[src/rtl/nco_phase_acc.sv]
// Phase accumulator for the NCO: accumulates the active tuning word on each accepted
// sample and streams the offset 16-bit sawtooth phase over valid/ready.
module nco_phase_acc #(
  parameter int unsigned ACC_W          = 32,
  parameter int unsigned UPDATE_ON_WRAP = 1
) (
  input  logic             i_clk,
  input  logic             i_rst,
  input  logic             i_en,
  input  logic [ACC_W-1:0] i_ftw,
  input  logic             i_ftw_valid,
  output logic             o_ftw_ready,
  input  logic [15:0]      i_poff,
  input  logic             i_sync,
  output logic [15:0]      o_saw,
  output logic             o_wrap,
  output logic             o_valid,
  input  logic             i_ready
);

  localparam bit WRAP_MODE = (UPDATE_ON_WRAP != 0);

  logic [ACC_W-1:0] acc;
  logic [ACC_W-1:0] ftw_act;
  logic [ACC_W-1:0] ftw_pend;
  logic             pend_valid;
  logic [ACC_W:0]   sum;
  logic             carry;
  logic             step;
  logic             ftw_take;
  logic             ftw_apply;

  assign o_ftw_ready = !pend_valid && !i_rst;

  always_comb begin
    step      = i_en && (!o_valid || i_ready);
    sum       = {1'b0, acc} + {1'b0, ftw_act};
    carry     = sum[ACC_W];
    ftw_take  = i_ftw_valid && o_ftw_ready;
    // Only a word already pending at this edge may be applied; a word captured now waits.
    ftw_apply = pend_valid && (i_sync || (step && (!WRAP_MODE || carry)));
  end

  always_ff @(posedge i_clk) begin
    if (i_rst) begin
      acc        <= '0;
      ftw_act    <= '0;
      ftw_pend   <= '0;
      pend_valid <= 1'b0;
      o_saw      <= '0;
      o_wrap     <= 1'b0;
      o_valid    <= 1'b0;
    end else begin
      if (step) begin
        o_saw   <= acc[ACC_W-1 -: 16] + i_poff;
        o_wrap  <= carry && !i_sync;
        o_valid <= 1'b1;
      end else if (o_valid && i_ready) begin
        o_valid <= 1'b0;
      end

      if (i_sync) begin
        acc <= '0;
      end else if (step) begin
        acc <= sum[ACC_W-1:0];
      end

      if (ftw_apply) begin
        ftw_act    <= ftw_pend;
        pend_valid <= 1'b0;
      end else if (ftw_take) begin
        ftw_pend   <= i_ftw;
        pend_valid <= 1'b1;
      end
    end
  end

endmodule

[config.mk]
export PLATFORM = sky130hd
export DESIGN_NAME = nco_phase_acc
export DESIGN_NICKNAME = d
export VERILOG_FILES = /design/src/rtl/nco_phase_acc.sv
export SDC_FILE = /design/constraint.sdc
export NUM_CORES = 1
export LEC_CHECK = 0
export ABC_AREA = 1
export ABC_CLOCK_PERIOD_IN_PS = 2900
export CORE_MARGIN = 5
export CORE_UTILIZATION = 55
export DETAILED_ROUTE_END_ITERATION = 6
export DONT_BUFFER_PORTS = 1
export PLACE_DENSITY_LB_ADDON = 0.15
export SLEW_MARGIN = 40
export SYNTH_ARGS = -nofsm -noshare
export SYNTH_HDL_FRONTEND = slang
export SYNTH_SLANG_ARGS = --single-unit
[constraint.sdc]
create_clock -name i_clk -period 2.9 [get_ports i_clk]
set_input_delay 0.435 -clock i_clk [delete_from_list [all_inputs] [get_ports i_clk]]
set_output_delay 0.435 -clock i_clk [all_outputs]
set_load 0.01 [all_outputs]
Yosys cells after proc, flatten, opt, wreduce, memory -nomap -nowiden. Cells that the tools add are included. Widths: inputs -> output; s select.

Muxes and demuxes: 2. $add $sub $neg: 2. Reduce and logical (&&, ||, !) cells: 17. Bitwise gates (word level): 1.

Operator list (count): $add 32x32->33 (1); $add 16x16->16 (1); $logic_and 1x1->1 (7); $logic_not 1->1 (4); $reduce_or 2->1 (2); $logic_or 1x1->1 (2); $mux 1 (2); $reduce_and 2->1 (1); $reduce_bool 2->1 (1); $not 1->1 (1).

Output and inout bits: 19. Flip-flop bits (word level): 115. Logic and storage cells: 29.

Longest topological paths before layout. Gate-level depths: netlist of run 1.

Word-level depth: 8. Mapped depth: 16. Depth with buffers taken out: 15.

Worst setup path after synthesis of run 1. OpenSTA, ideal clock, no wires.

Kind: reg-to-reg. Start point: register acc[0]. End point: register ftw_act[10]. Cell stages (with the launch flop): 16. Setup slack: 845 ps. Library setup time: 115 ps. Data arrival time: 1940 ps. Cell sequence: dfxtp_1 ha_1 fa_1 nand2_1 nand2_2 nand3_2 nand2_4 nand2_2 nand2_4 nand2_2 nand2_2 nand2_4 nand2_8 buf_12 a21oi_1 nor2_1.

Word-level cells in the longest chain between the ends: 4.

Ends and longest elaborated chain: from (decl) (line 23) `logic [ACC_W-1:0] acc;`; from (signal assigned) (line 65) `acc <= sum[ACC_W-1:0];`; $add 32x32->33 (line 37) `sum = {1'b0, acc} + {1'b0, ftw_act};`; $logic_and 1x1->1 (line 41) `ftw_apply = pend_valid && (i_sync || (step && (!WRAP_MODE || carry)));`; $logic_or 1x1->1 (line 41); $logic_and 1x1->1 (line 41); to (signal assigned) (line 69) `ftw_act <= ftw_pend;`; to (decl) (line 24) `logic [ACC_W-1:0] ftw_act;`.

Every way passes these cells. A chain may end at the register's enable or synchronous reset.

Final worst setup path of run 1.
Start point: register acc[0]. End point: register ftw_act[19].

Same word-level chain as after synthesis.

==> metrics.md, run 1 <==
| Metric | Value |
|---|---|
| Number of remaining DRC errors | 0 |
| Maximum vdd drop | roughly 0.42 mV |
| Total clock sinks | 115 |
| Max_cap viols | 0 |
| Master cell of the clock root buffer | sky130_fd_sc_hd__clkbuf_16 |
| Aggregate routed wire length | 18100 µm |
| GRT overflow | 0 |
| Overall die area | ~0.016 mm² |
| Max H-tree Level | 4 |
| Cells after synthesis | 1115 |
| Dominant synthesized flop cell | sky130_fd_sc_hd__dfxtp_1 |
| Mean post-synth cell area | between 6 and 7 µm² |
| Clock transition at path regs | 50 ps |
| Post-CTS setup repair buffer count | 0 |
| Setup TNS | 0 ps |
| Synthesized netlist net count | 1218 |
| Leak Pwr | 4.07 nW |
| Crit-path slowest cell | sky130_fd_sc_hd__fa_1 |
| Standard-cell rows | 42 |
| Startpoint of the worst register-to-register path | acc[0] |
| Run status | complete, no violations |
| Last weighted congestion value of the routability-driven placer | 0.931 |
| Hold-critical path endpoint | o_valid |
| Final Net Count | between 1000 and 1500 |
| Number of antenna-violating nets in the routed design | 0 |
| Layout Area Growth over Synthesis | 7.71% |
| Final number of hold-violating endpoints | 0 |
| Horizontal die dimension | between 100 and 150 µm |
| Area taken by multi-input logic gates | roughly 0.0044 mm² |
| Max-slew headroom | 0.467 |
| RSZ-0062 raised after global routing | no |
| Start point of the worst min-delay path | i_rst |
| Maximum buffer depth of the clock tree | 2 |
| Top post-synthesis cells by area | sky130_fd_sc_hd__dfxtp_1 31%, sky130_fd_sc_hd__nand2_1 11%, sky130_fd_sc_hd__nor2_1 8.8% |
| Most frequent cells after synthesis | 217 x sky130_fd_sc_hd__nand2_1, 177 x sky130_fd_sc_hd__nor2_1, 143 x sky130_fd_sc_hd__inv_1 |
| Cell with the most instances after synthesis | sky130_fd_sc_hd__nand2_1 |
| Proportion of layout cells with a drive suffix above 1 | 0.0937 |
| Setup clock skew after layout | 9.98 ps |
| Transition time at the pin with the least slew margin | 799 ps |
| Number of instances on the worst hold path | 1 |
| FF-to-FF setup slack | 520 ps |
| Routed length per instance | ~14 µm |
| GRT Total Usage | 0.230 |
| Async set-or-reset flop fraction in the synthesized netlist | 0 |
| Critical-path maximum fanout | 64 |
| Antenna violations before repair | 0 |
| TritonCTS clock tree | done |
| Library cell occupying the most area in the post-synthesis netlist | sky130_fd_sc_hd__dfxtp_1 |
| Startpoint type of the worst setup path | register |
| Cell-by-cell trace of the critical path | ha_1 > fa_1 > nand2_1 > nand2_2 > nand3_2 > nand2_4 > nand2_2 > nand2_4 > nand2_2 > nand2_2 > nand2_4 > nand2_8 > a21oi_1 > nor2_1 |
| Post-route minimum period | ~2400 ps |
| Post_cts resized | 0 |
| Number of buffers added on ports | 0 |
| Global-route wire length before repair | 30000 µm |
| Initial standard-cell utilization of the core | 0.564 |
| Die H | 127 µm |
| Share of the clock period used by the worst path after layout | 0.821 |
| Number of standard cells in the final layout excluding fillers | 1286 |
| Type of the worst setup path | register to register |
| #FFs+latches synth | around 120 |
| Reg2Reg Depth | 14 |
| Number of I/O pins | 73 |
| Number of flops mapped to enable cells by yosys | 0 |
| Number of fill cells in the layout | 1330 |
| Power density relative to cell area | roughly 560 mW/mm² |
| First DRT Iteration DRCs | just under 400 |
| HPWL Detailed | around 13000 µm |
| Timing-limited maximum frequency | between 0.4 and 0.5 GHz |
| Worst reg2reg path endpoint | ftw_act[19] |
| Count of endpoints failing setup in the final report | 0 |
| Critical path endpoint category | register |
| Max Slew Vio Count | 0 |
| Required time of the critical path | roughly 3200 ps |
| Register Area | 0.00230 mm² |
| Largest net degree at the start of global routing | 71 |
| Drt via density | ~5.2 |
| Clock latency at the later pin of the worst-skew pair | between 400 and 500 ps |
| Arrival time at the worst endpoint | 2690 ps |
| Iteration count of the initial detailed-routing pass | 4 |
| Hold buffer count at CTS | 0 |
| Synth cell types | slightly above 40 |
| Number of buffers created by CTS | 17 |
| CORE AREA | between 0.01 and 0.015 mm² |
| Synth warn | 0 |
| Mapped cell area | 0.00753 mm² |
| Cell repeated most along the worst path | sky130_fd_sc_hd__nand2_2 |
| Class of the most critical hold timing path | primary input to register |
| Crit-path max cell delay | between 400 and 500 ps |
| Number of placed instances with taps included | 1255 |
| Share of the synthesized area in the top cell type | 0.306 |
| Number of global-route vias before repair | a little over 6000 |
| Seq/Total Area, Yosys | 0.306 |
| # diodes | 0 |
| Vias | roughly 6700 |
how the worst max path moves through the flow:
| stage | startpoint | to | slack (ps) | cells after the start |
|---|---|---|---|---|
| 4_1_cts | acc[0] | ftw_act[19] | 510 | 14 |
| 6_report | acc[0] | ftw_act[19] | 520 | 14 |
| 3_5_place_dp | acc[0] | ftw_act[19] | 550 | 14 |
| 2_1_floorplan | acc[0] | ftw_act[10] | 840 | 15 |
| 5_1_grt | acc[0] | ftw_act[19] | 340 | 14 |
| 3_3_place_gp | acc[0] | ftw_act[27] | 600 | 14 |
state kept, by name (all words and copies together) (netlist names):
name / flops
acc: 32
ftw_act: 32
ftw_pend: 32
o_saw: 16
o_valid: 1
o_wrap: 1
pend_valid: 1
cell type report:
type	count	area share
Clock buffer	22	0.0585
Tap cell	176	0.0272
Timing Repair Buffer	5	0.00463
Inverter	149	0.0691
Multi-Input combinational cell	810	0.541
Sequential cell	115	0.284
Clock inverter	9	0.0159
report_power, final:
group / switching [mW] / internal [mW] / leakage, nW / total (mW)
Sequential: 0.0743 / 1.68 / 0.944 / 1.76
Combinational: 0.392 / 0.211 / 2.83 / 0.604
Clock: 0.728 / 1.41 / 0.292 / 2.14
Total: 1.19 / 3.30 / 4.07 / 4.50
critical path, delay by kind of cell, from the launching register on:
kind / cells / cell delay [ps]
adder cells (fa/ha/maj): 2 / 670
AO/OA/AOI/OAI: 1 / 260
flip-flops: 1 / 310
AND/OR/NAND/NOR: 11 / 1000
through the flow:
stage	util	instance area, µm²	power, mW	setup slack (ps)	hold WS (ps)
floorplan	-	7530	2.29	845	430
global placement	0.562	7500	2.38	597	465
detailed placement	0.562	7500	2.39	546	462
CTS	0.607	8110	4.54	514	72.1
global route	0.607	8110	4.72	341	65.0
finish	0.607	8110	4.50	520	90.7
kinds of logic (layout without fill, tap and decap cells):
kind of cell    Yosys count  count (layout)  share of synthesized area
compound gates          220             220                      0.162
xor+xnor                 23              23                     0.0268
fa+ha+maj                49              49                     0.0835
buf+inv                 190             185                      0.113
flops                   115             115                      0.306
simple gates            518             518                      0.309
routing by layer:
layer  wire length [µm]  track usage
met4                334       0.0852
met2               7620        0.342
met5                  0            0
met1               9160        0.327
met3                989       0.0492
placed cells by master, fill, tap and decap left out, drive strengths merged, types with 2 or more instances in the layout:
cell type  instances
nand2            231
nor2             183
inv              148
dfxtp            115
a21oi            114
nand3             88
o21ai             80
ha                47
clkbuf            22
xor2              19
o21bai            10
a21o               8
nor3               6
nand4              5
buf                5
clkinv             5
xnor2              4
o211ai             3
nand3b             3
bufinv             3
a31oi              2
fa                 2
clkinvlp           2
Note: power is estimated with default switching activity, not from simulation.
==> run 2, diff against run 1 <==
--- a/config.mk
+++ b/config.mk
@@ -6,7 +6,7 @@
 export NUM_CORES = 1
 export LEC_CHECK = 0
 export ABC_AREA = 1
-export ABC_CLOCK_PERIOD_IN_PS = 2900
+export ABC_CLOCK_PERIOD_IN_PS = 2400
 export CORE_MARGIN = 5
 export CORE_UTILIZATION = 55
 export DETAILED_ROUTE_END_ITERATION = 6
==> constraint.sdc (replaced) <==
create_clock -name i_clk -period 2.4 [get_ports i_clk]
set_input_delay 0.36 -clock i_clk [delete_from_list [all_inputs] [get_ports i_clk]]
set_output_delay 0.36 -clock i_clk [all_outputs]
set_load 0.01 [all_outputs]
==> run 2 against run 1 <==
  * Critical path depth decreased by 2
  * Core utilization increased by 0.72 points
  * Clock skew increased by 0.61 ps
  * Fmax increased by 6.4%
  * Final cell count increased by 0.86%
  * Combinational power increased by 24%
  * Clock power increased by 15%
  * Clock-buffer cell count decreased by 3
  * Global-route usage increased by 0.31 points
  * Power increased by 19%
  * Worst hold slack improved by 14 ps
  * Register-to-register slack got worse by 360 ps
  * Critical path type unchanged
  * Critical endpoint is now ftw_act[9]
==> metrics.md, run 2 (same netlist as run 1, synthesis figures left out) <==
| Metric | Value |
|---|---|
| Sw power | 1.49 mW (+24%) |
| Most frequent cells in the layout | 216 x sky130_fd_sc_hd__nand2_1, 177 x sky130_fd_sc_hd__nor2_1, 143 x sky130_fd_sc_hd__inv_1 |
| Number of global-route vias before repair | 6206 (+1.8%) |
| Class of the most critical hold timing path | primary input to register |
| Timing-limited maximum frequency | 0.447 GHz (+6.4%) |
| Proportion of layout cells with a drive suffix above 1 | 0.104 (+0.0107) |
| Layout Area Growth over Synthesis | 8.99% |
| Global-route wire length before repair | 30500 µm (+1.8%) |
| Max-slew headroom | 0.465 (-0.00171) |
| Setup TNS | 0 ps (unchanged) |
| Iteration count of the initial detailed-routing pass | 5 (+1) |
| Registers with the most flip-flops | acc x32, ftw_act x32, ftw_pend x32 |
| Count of endpoints failing setup in the final report | 0 (unchanged) |
| Post-route minimum period | 2240 ps (-143 ps) |
| Critical path endpoint category | register |
| Required time of the critical path | 2700 ps (-510 ps) |
| Number of remaining DRC errors | 0 (unchanged) |
| Overall die area | 0.0161 mm² (unchanged) |
| Clock latency at the later pin of the worst-skew pair | 420 ps (about the same) |
| Run status | complete, no violations |
| Critical-path maximum fanout | 16 (-75%) |
| Largest net degree at the start of global routing | 66 (-7.0%) |
| Clock transition at path regs | 50 ps (about the same) |
| Standard-cell rows | 42 (unchanged) |
| Initial standard-cell utilization of the core | 0.564 (unchanged) |
| Net switching share of the total power | 0.278 (+0.0129) |
| Antenna violations before repair | 0 (unchanged) |
| Aggregate routed wire length | 18400 µm (+1.9%) |
| Number of I/O pins | 73 (unchanged) |
| Final Net Count | 1211 (+0.83%) |
| Routed length per instance | 14.2 µm (+1.0%) |
| Vias | 6747 (+0.90%) |
| Horizontal die dimension | 127 µm (unchanged) |
| Total clock sinks | 115 (unchanged) |
| Flop pwr share | 0.398 (+0.007) |
| Max_cap viols | 0 (unchanged) |
| Drt via density | 5.20 (about the same) |
| Power density relative to cell area | 651 mW/mm² (+17%) |
| Max H-tree Level | 4 (unchanged) |
| Transition time at the pin with the least slew margin | 802 ps (+2.57 ps) |
| Combinational cell fraction of total power | 0.141 (+0.007) |
| Cell-by-cell trace of the critical path | ha_1 > a21oi_1 > nand2_1 > a21oi_2 > nand2_4 > nand2_2 > nand2_2 > nand2_4 > nand2_8 > buf_12 > a21oi_1 > nor2_1 |
| HPWL Detailed | 13800 µm (+3.0%) |
| Crit-path slowest cell | sky130_fd_sc_hd__ha_1 |
| Last weighted congestion value of the routability-driven placer | 0.917 (-1.6%) |
| Worst slack at placement | 123 ps (-423 ps) |
| Leading cell type in the layout, fill and taps excluded | sky130_fd_sc_hd__nand2_1 |
| Internal power | 3.85 mW (+17%) |
| RSZ-0062 raised after global routing | no |
| Maximum buffer depth of the clock tree | 2 (unchanged) |
| Master cell of the clock root buffer | sky130_fd_sc_hd__clkbuf_16 |
| Arrival time at the worst endpoint | 2540 ps (-150 ps) |
| First DRT Iteration DRCs | 368 (-4.4%) |
| # diodes | 0 (unchanged) |
| Number of antenna-violating nets in the routed design | 0 (unchanged) |
| GRT overflow | 0 (unchanged) |
| Post-CTS setup repair buffer count | 0 (unchanged) |
| Number of buffers created by CTS | 17 (unchanged) |
| Type of the worst setup path | register to register |
| Maximum vdd drop | 0.474 mV (+12%) |
| Clock network fraction of total power | 0.462 (-0.013) |
| Startpoint type of the worst setup path | register |
| Number of buffers added on ports | 0 (unchanged) |
| Final number of hold-violating endpoints | 0 (unchanged) |
| TritonCTS clock tree | done |
| Max Slew Vio Count | 0 (unchanged) |
| Post-route setup slack | 163 ps (-357 ps) |
| GRT Total Usage | 0.233 (+0.00308) |
| Share of the clock period used by the worst path after layout | 0.932 (+0.111) |
| Setup clock skew after layout | 10.6 ps (+0.611 ps) |
| CORE AREA | 0.0133 mm² (unchanged) |
| Crit-path max cell delay | 360 ps (-80 ps) |
| Die H | 127 µm (unchanged) |
| Leak Pwr | 4.11 nW (+1.1%) |
==> run 2: changes by cell type in the layout (fill, tap and decap cells not counted), sizes merged <==
cell         before  now
bufinv            3    2
clkinv            5    8
clkbuf           22   19
buf               5   13
nand2           231  232
inv             148  150
dlygate4sd3       0    1
==> run 2: worst max-delay path, delay by kind of cell (launching register included) <==
kind,cells,cell delay (ps)
compound gates,3,630
fa+ha+maj,1,360
buf+inv,1,190
flops,1,310
simple gates,7,630
==> run 2: cell type report <==
class | instances | area (µm²)
tap | 176 | 220
clock buffer | 19 | 443
clock inverter | 13 | 135
timing repair buffer | 14 | 145
multi-input combinational | 811 | 4400
sequential | 115 | 2300
fill | 1304 | 5140
inverter | 149 | 559
==> run 2: stage by stage <==
step	power, mW	instance area [µm²]	std cells	hold WS, ps	util
6_report	5.34	8200	1297	105	0.615
5_1_grt	5.61	8200	1297	101	0.615
4_1_cts	5.39	8180	1296	76.2	0.613
3_5_place_dp	2.90	7590	1263	443	0.569
3_3_place_gp	2.89	7590	1263	433	0.569
2_1_floorplan	2.77	7530	1115	430	-
==> run 2: power groups by stage <==
| stage | logic [mW] | registers [mW] | clock network [mW] |
|---|---|---|---|
| floorplan | 0.633 | 2.13 | 0 |
| global placement | 0.728 | 2.16 | 0 |
| detailed placement | 0.738 | 2.16 | 0 |
| CTS | 0.747 | 2.12 | 2.52 |
| global route | 0.864 | 2.14 | 2.61 |
| finish | 0.751 | 2.12 | 2.47 |
==> run 2: final timing paths <==
path / slack (ps) / cells after the start / to / startpoint
hold / removal: 110 / 3 / o_saw[3] / i_rst
hold reg to reg: 470 / 2 / ftw_pend[1] / ftw_pend[1]
setup / recovery: 160 / 12 / ftw_act[9] / acc[15]
setup reg to reg: 160 / 12 / ftw_act[9] / acc[15]
==> run 2: per-layer routing <==
metal / wire length (µm) / global-route usage
met5: 0 / 0
met4: 251 / 0.0726
met3: 892 / 0.0405
met2: 8030 / 0.358
met1: 9260 / 0.334
==> run 2: repair_timing <==
action | in CTS | in global routing
hold endpoints to repair | 1 | 0
resized for setup | 0 | 3
hold buffers | 1 | 0
setup endpoints to repair | 0 | 28
==> run 3, diff against run 2 <==
--- a/config.mk
+++ b/config.mk
@@ -7,8 +7,9 @@
 export LEC_CHECK = 0
 export ABC_AREA = 1
 export ABC_CLOCK_PERIOD_IN_PS = 2400
+export CAP_MARGIN = 10
 export CORE_MARGIN = 5
-export CORE_UTILIZATION = 55
+export CORE_UTILIZATION = 25
 export DETAILED_ROUTE_END_ITERATION = 6
 export DONT_BUFFER_PORTS = 1
 export PLACE_DENSITY_LB_ADDON = 0.15
==> run 3 against run 2 <==
  * Clock skew is 2.1 ps higher
  * Wire length rose by 18%
  * Power grew 4.4%
==> metrics.md, run 3 (same netlist as run 1, synthesis figures left out) <==
| Metric | Value |
|---|---|
| Run status | complete, no violations |
| Startpoint type of the worst setup path | register |
| # diodes | 0 (unchanged) |
| Largest net degree at the start of global routing | 66 (unchanged) |
| Maximum vdd drop | 0.438 mV (-7.5%) |
| Final Net Count | 1213 (+0.17%) |
| Routed length per instance | 14.4 µm (+1.3%) |
| Required time of the critical path | 2770 ps (+70 ps) |
| Overall die area | 0.0337 mm² (+110%) |
| Number of I/O pins | 73 (unchanged) |
| Critical path endpoint category | register |
| Max_cap viols | 0 (unchanged) |
| HPWL Detailed | 16700 µm (+21%) |
| Max H-tree Level | 4 (unchanged) |
| Post-CTS setup repair buffer count | 0 (unchanged) |
| Post-route minimum period | 2170 ps (-69.7 ps) |
| Final number of hold-violating endpoints | 0 (unchanged) |
| Horizontal die dimension | 184 µm (+45%) |
| Count of endpoints failing setup in the final report | 0 (unchanged) |
| Total clock sinks | 115 (unchanged) |
| TritonCTS clock tree | done |
| Transition time at the pin with the least slew margin | 696 ps (-106 ps) |
| Power density relative to cell area | 654 mW/mm² (+0.46%) |
| Initial standard-cell utilization of the core | 0.253 (-0.311) |
| Timing-limited maximum frequency | 0.461 GHz (+3.2%) |
| Number of antenna-violating nets in the routed design | 0 (unchanged) |
| Proportion of layout cells with a drive suffix above 1 | 0.105 (+0.000705) |
| Master cell of the clock root buffer | sky130_fd_sc_hd__clkbuf_16 |
| Cell-by-cell trace of the critical path | ha_1 > fa_1 > nand2_1 > nand2_2 > nand3_2 > nand2_4 > nand2_2 > nand2_4 > nand2_2 > nand2_2 > nand2_4 > nand2_8 > buf_6 > nand3_1 > nand2_1 > nor2_1 |
| Antenna violations before repair | 0 (unchanged) |
| Clock latency at the later pin of the worst-skew pair | 430 ps (about the same) |
| Aggregate routed wire length | 21800 µm (+18%) |
| Vias | 6622 (-1.9%) |
| Share of the clock period used by the worst path after layout | 0.903 (-0.0290) |
| Type of the worst setup path | register to register |
| Setup TNS | 0 ps (unchanged) |
| Max Slew Vio Count | 0 (unchanged) |
| GRT Total Usage | 0.132 (-0.101) |
| Max-slew headroom | 0.536 (+0.0704) |
| Most frequent cells in the layout | 216 x sky130_fd_sc_hd__nand2_1, 177 x sky130_fd_sc_hd__nor2_1, 143 x sky130_fd_sc_hd__inv_1 |
| Registers with the most flip-flops | acc x32, ftw_act x32, ftw_pend x32 |
| Maximum buffer depth of the clock tree | 2 (unchanged) |
| Leak Pwr | 4.14 nW (+0.84%) |
| GRT overflow | 0 (unchanged) |
| Crit-path max cell delay | 400 ps (+40 ps) |
| First DRT Iteration DRCs | 397 (+7.9%) |
| Last weighted congestion value of the routability-driven placer | 0.920 (+0.37%) |
| Global-route wire length before repair | 35200 µm (+15%) |
| Leading cell type in the layout, fill and taps excluded | sky130_fd_sc_hd__nand2_1 |
| Layout Area Growth over Synthesis | 13.3% |
| Setup clock skew after layout | 12.6 ps (+2.05 ps) |
| Standard-cell rows | 63 (+50%) |
| Number of remaining DRC errors | 0 (unchanged) |
| Cell repeated most along the worst path | sky130_fd_sc_hd__nand2_2 |
| Critical-path maximum fanout | 17 (+1) |
| Drt via density | 4.38 (-16%) |
| Class of the most critical hold timing path | primary input to register |
| RSZ-0062 raised after global routing | no |
| Clock transition at path regs | 60 ps (about the same) |
| Crit-path slowest cell | sky130_fd_sc_hd__fa_1 |
| Arrival time at the worst endpoint | 2530 ps (about the same) |
| Instance area at placement | 0.00790 mm² (+4.0%) |
| Overall Power | 5.58 mW (+4.4%) |
| Number of global-route vias before repair | 6617 (+6.6%) |
| Number of buffers created by CTS | 17 (unchanged) |
| Iteration count of the initial detailed-routing pass | 5 (unchanged) |
| Number of standard cells in the final layout excluding fillers | 1513 (+17%) |
| Die H | 184 µm (+45%) |
| Number of placed instances with taps included | 1480 (+17%) |
| Number of buffers added on ports | 0 (unchanged) |
| CORE AREA | 0.0297 mm² (+120%) |
| Final design instance area without fill | 0.00853 mm² (+4.0%) |
## run 3: changes by cell type in the layout (fill, tap and decap cells not counted), sizes merged
cell      previous run  this run
inv                150       157
clkbuf              19        18
nand2              232       231
clkinvlp             2         1
clkinv               8         3
buf                 13        16
## run 3: cell type report
cell class,count,area (µm²)
Fill cell,3319,21200
Multi-Input combinational cell,810,4380
Sequential cell,115,2300
Inverter,149,559
Tap cell,390,488
Clock buffer,18,439
Timing Repair Buffer,17,188
Clock inverter,14,169
## run 3: per-stage QoR
stage	hold WS (ps)	setup WS (ps)	utilization
6_report	83.4	233	0.287
5_1_grt	68.8	14.3	0.287
4_1_cts	58.4	141	0.287
3_5_place_dp	435	167	0.266
3_3_place_gp	433	174	0.266
2_1_floorplan	430	345	-
## run 3: worst max-delay path, delay by kind of cell, from the launching register on
family                   cells  cell delay, ps
flip-flops                   1             310
AND/OR/NAND/NOR             13            1000
buffers and inverters        1             170
adder cells (fa/ha/maj)      2             640
## run 3: power breakdown
part,total (mW),internal (mW),switching [mW]
combinational,0.765,0.275,0.490
sequential,2.13,2.03,0.0942
clock,2.69,1.59,1.09
total,5.58,3.90,1.67
## run 3: per-layer routing
| metal | track usage | part of all wire | vias to the layer above |
|---|---|---|---|
| li1 | - | - | 3590 |
| met1 | 0.195 | 0.54 | 2874 |
| met2 | 0.194 | 0.41 | 140 |
| met3 | 0.0257 | 0.047 | 18 |
| met4 | 0.0393 | 0.012 | 0 |
| met5 | 0 | 0 | - |
## run 3: final timing paths
path	from	endpoint	slack, ps	cells past startpoint
worst max-delay path	acc[0]	ftw_act[2]	230	16
worst min-delay path	i_rst	o_saw[8]	80	3
worst min register to register	ftw_pend[31]	ftw_pend[31]	460	2
worst max register to register	acc[0]	ftw_act[2]	230	16
## run 3: repair_timing
| action | CTS | global route |
|---|---|---|
| hold buffers | 1 | 0 |
| endpoints found under the setup margin | 0 | 6 |
| endpoints found under the hold margin | 1 | 0 |
| resized for setup | 0 | 2 |
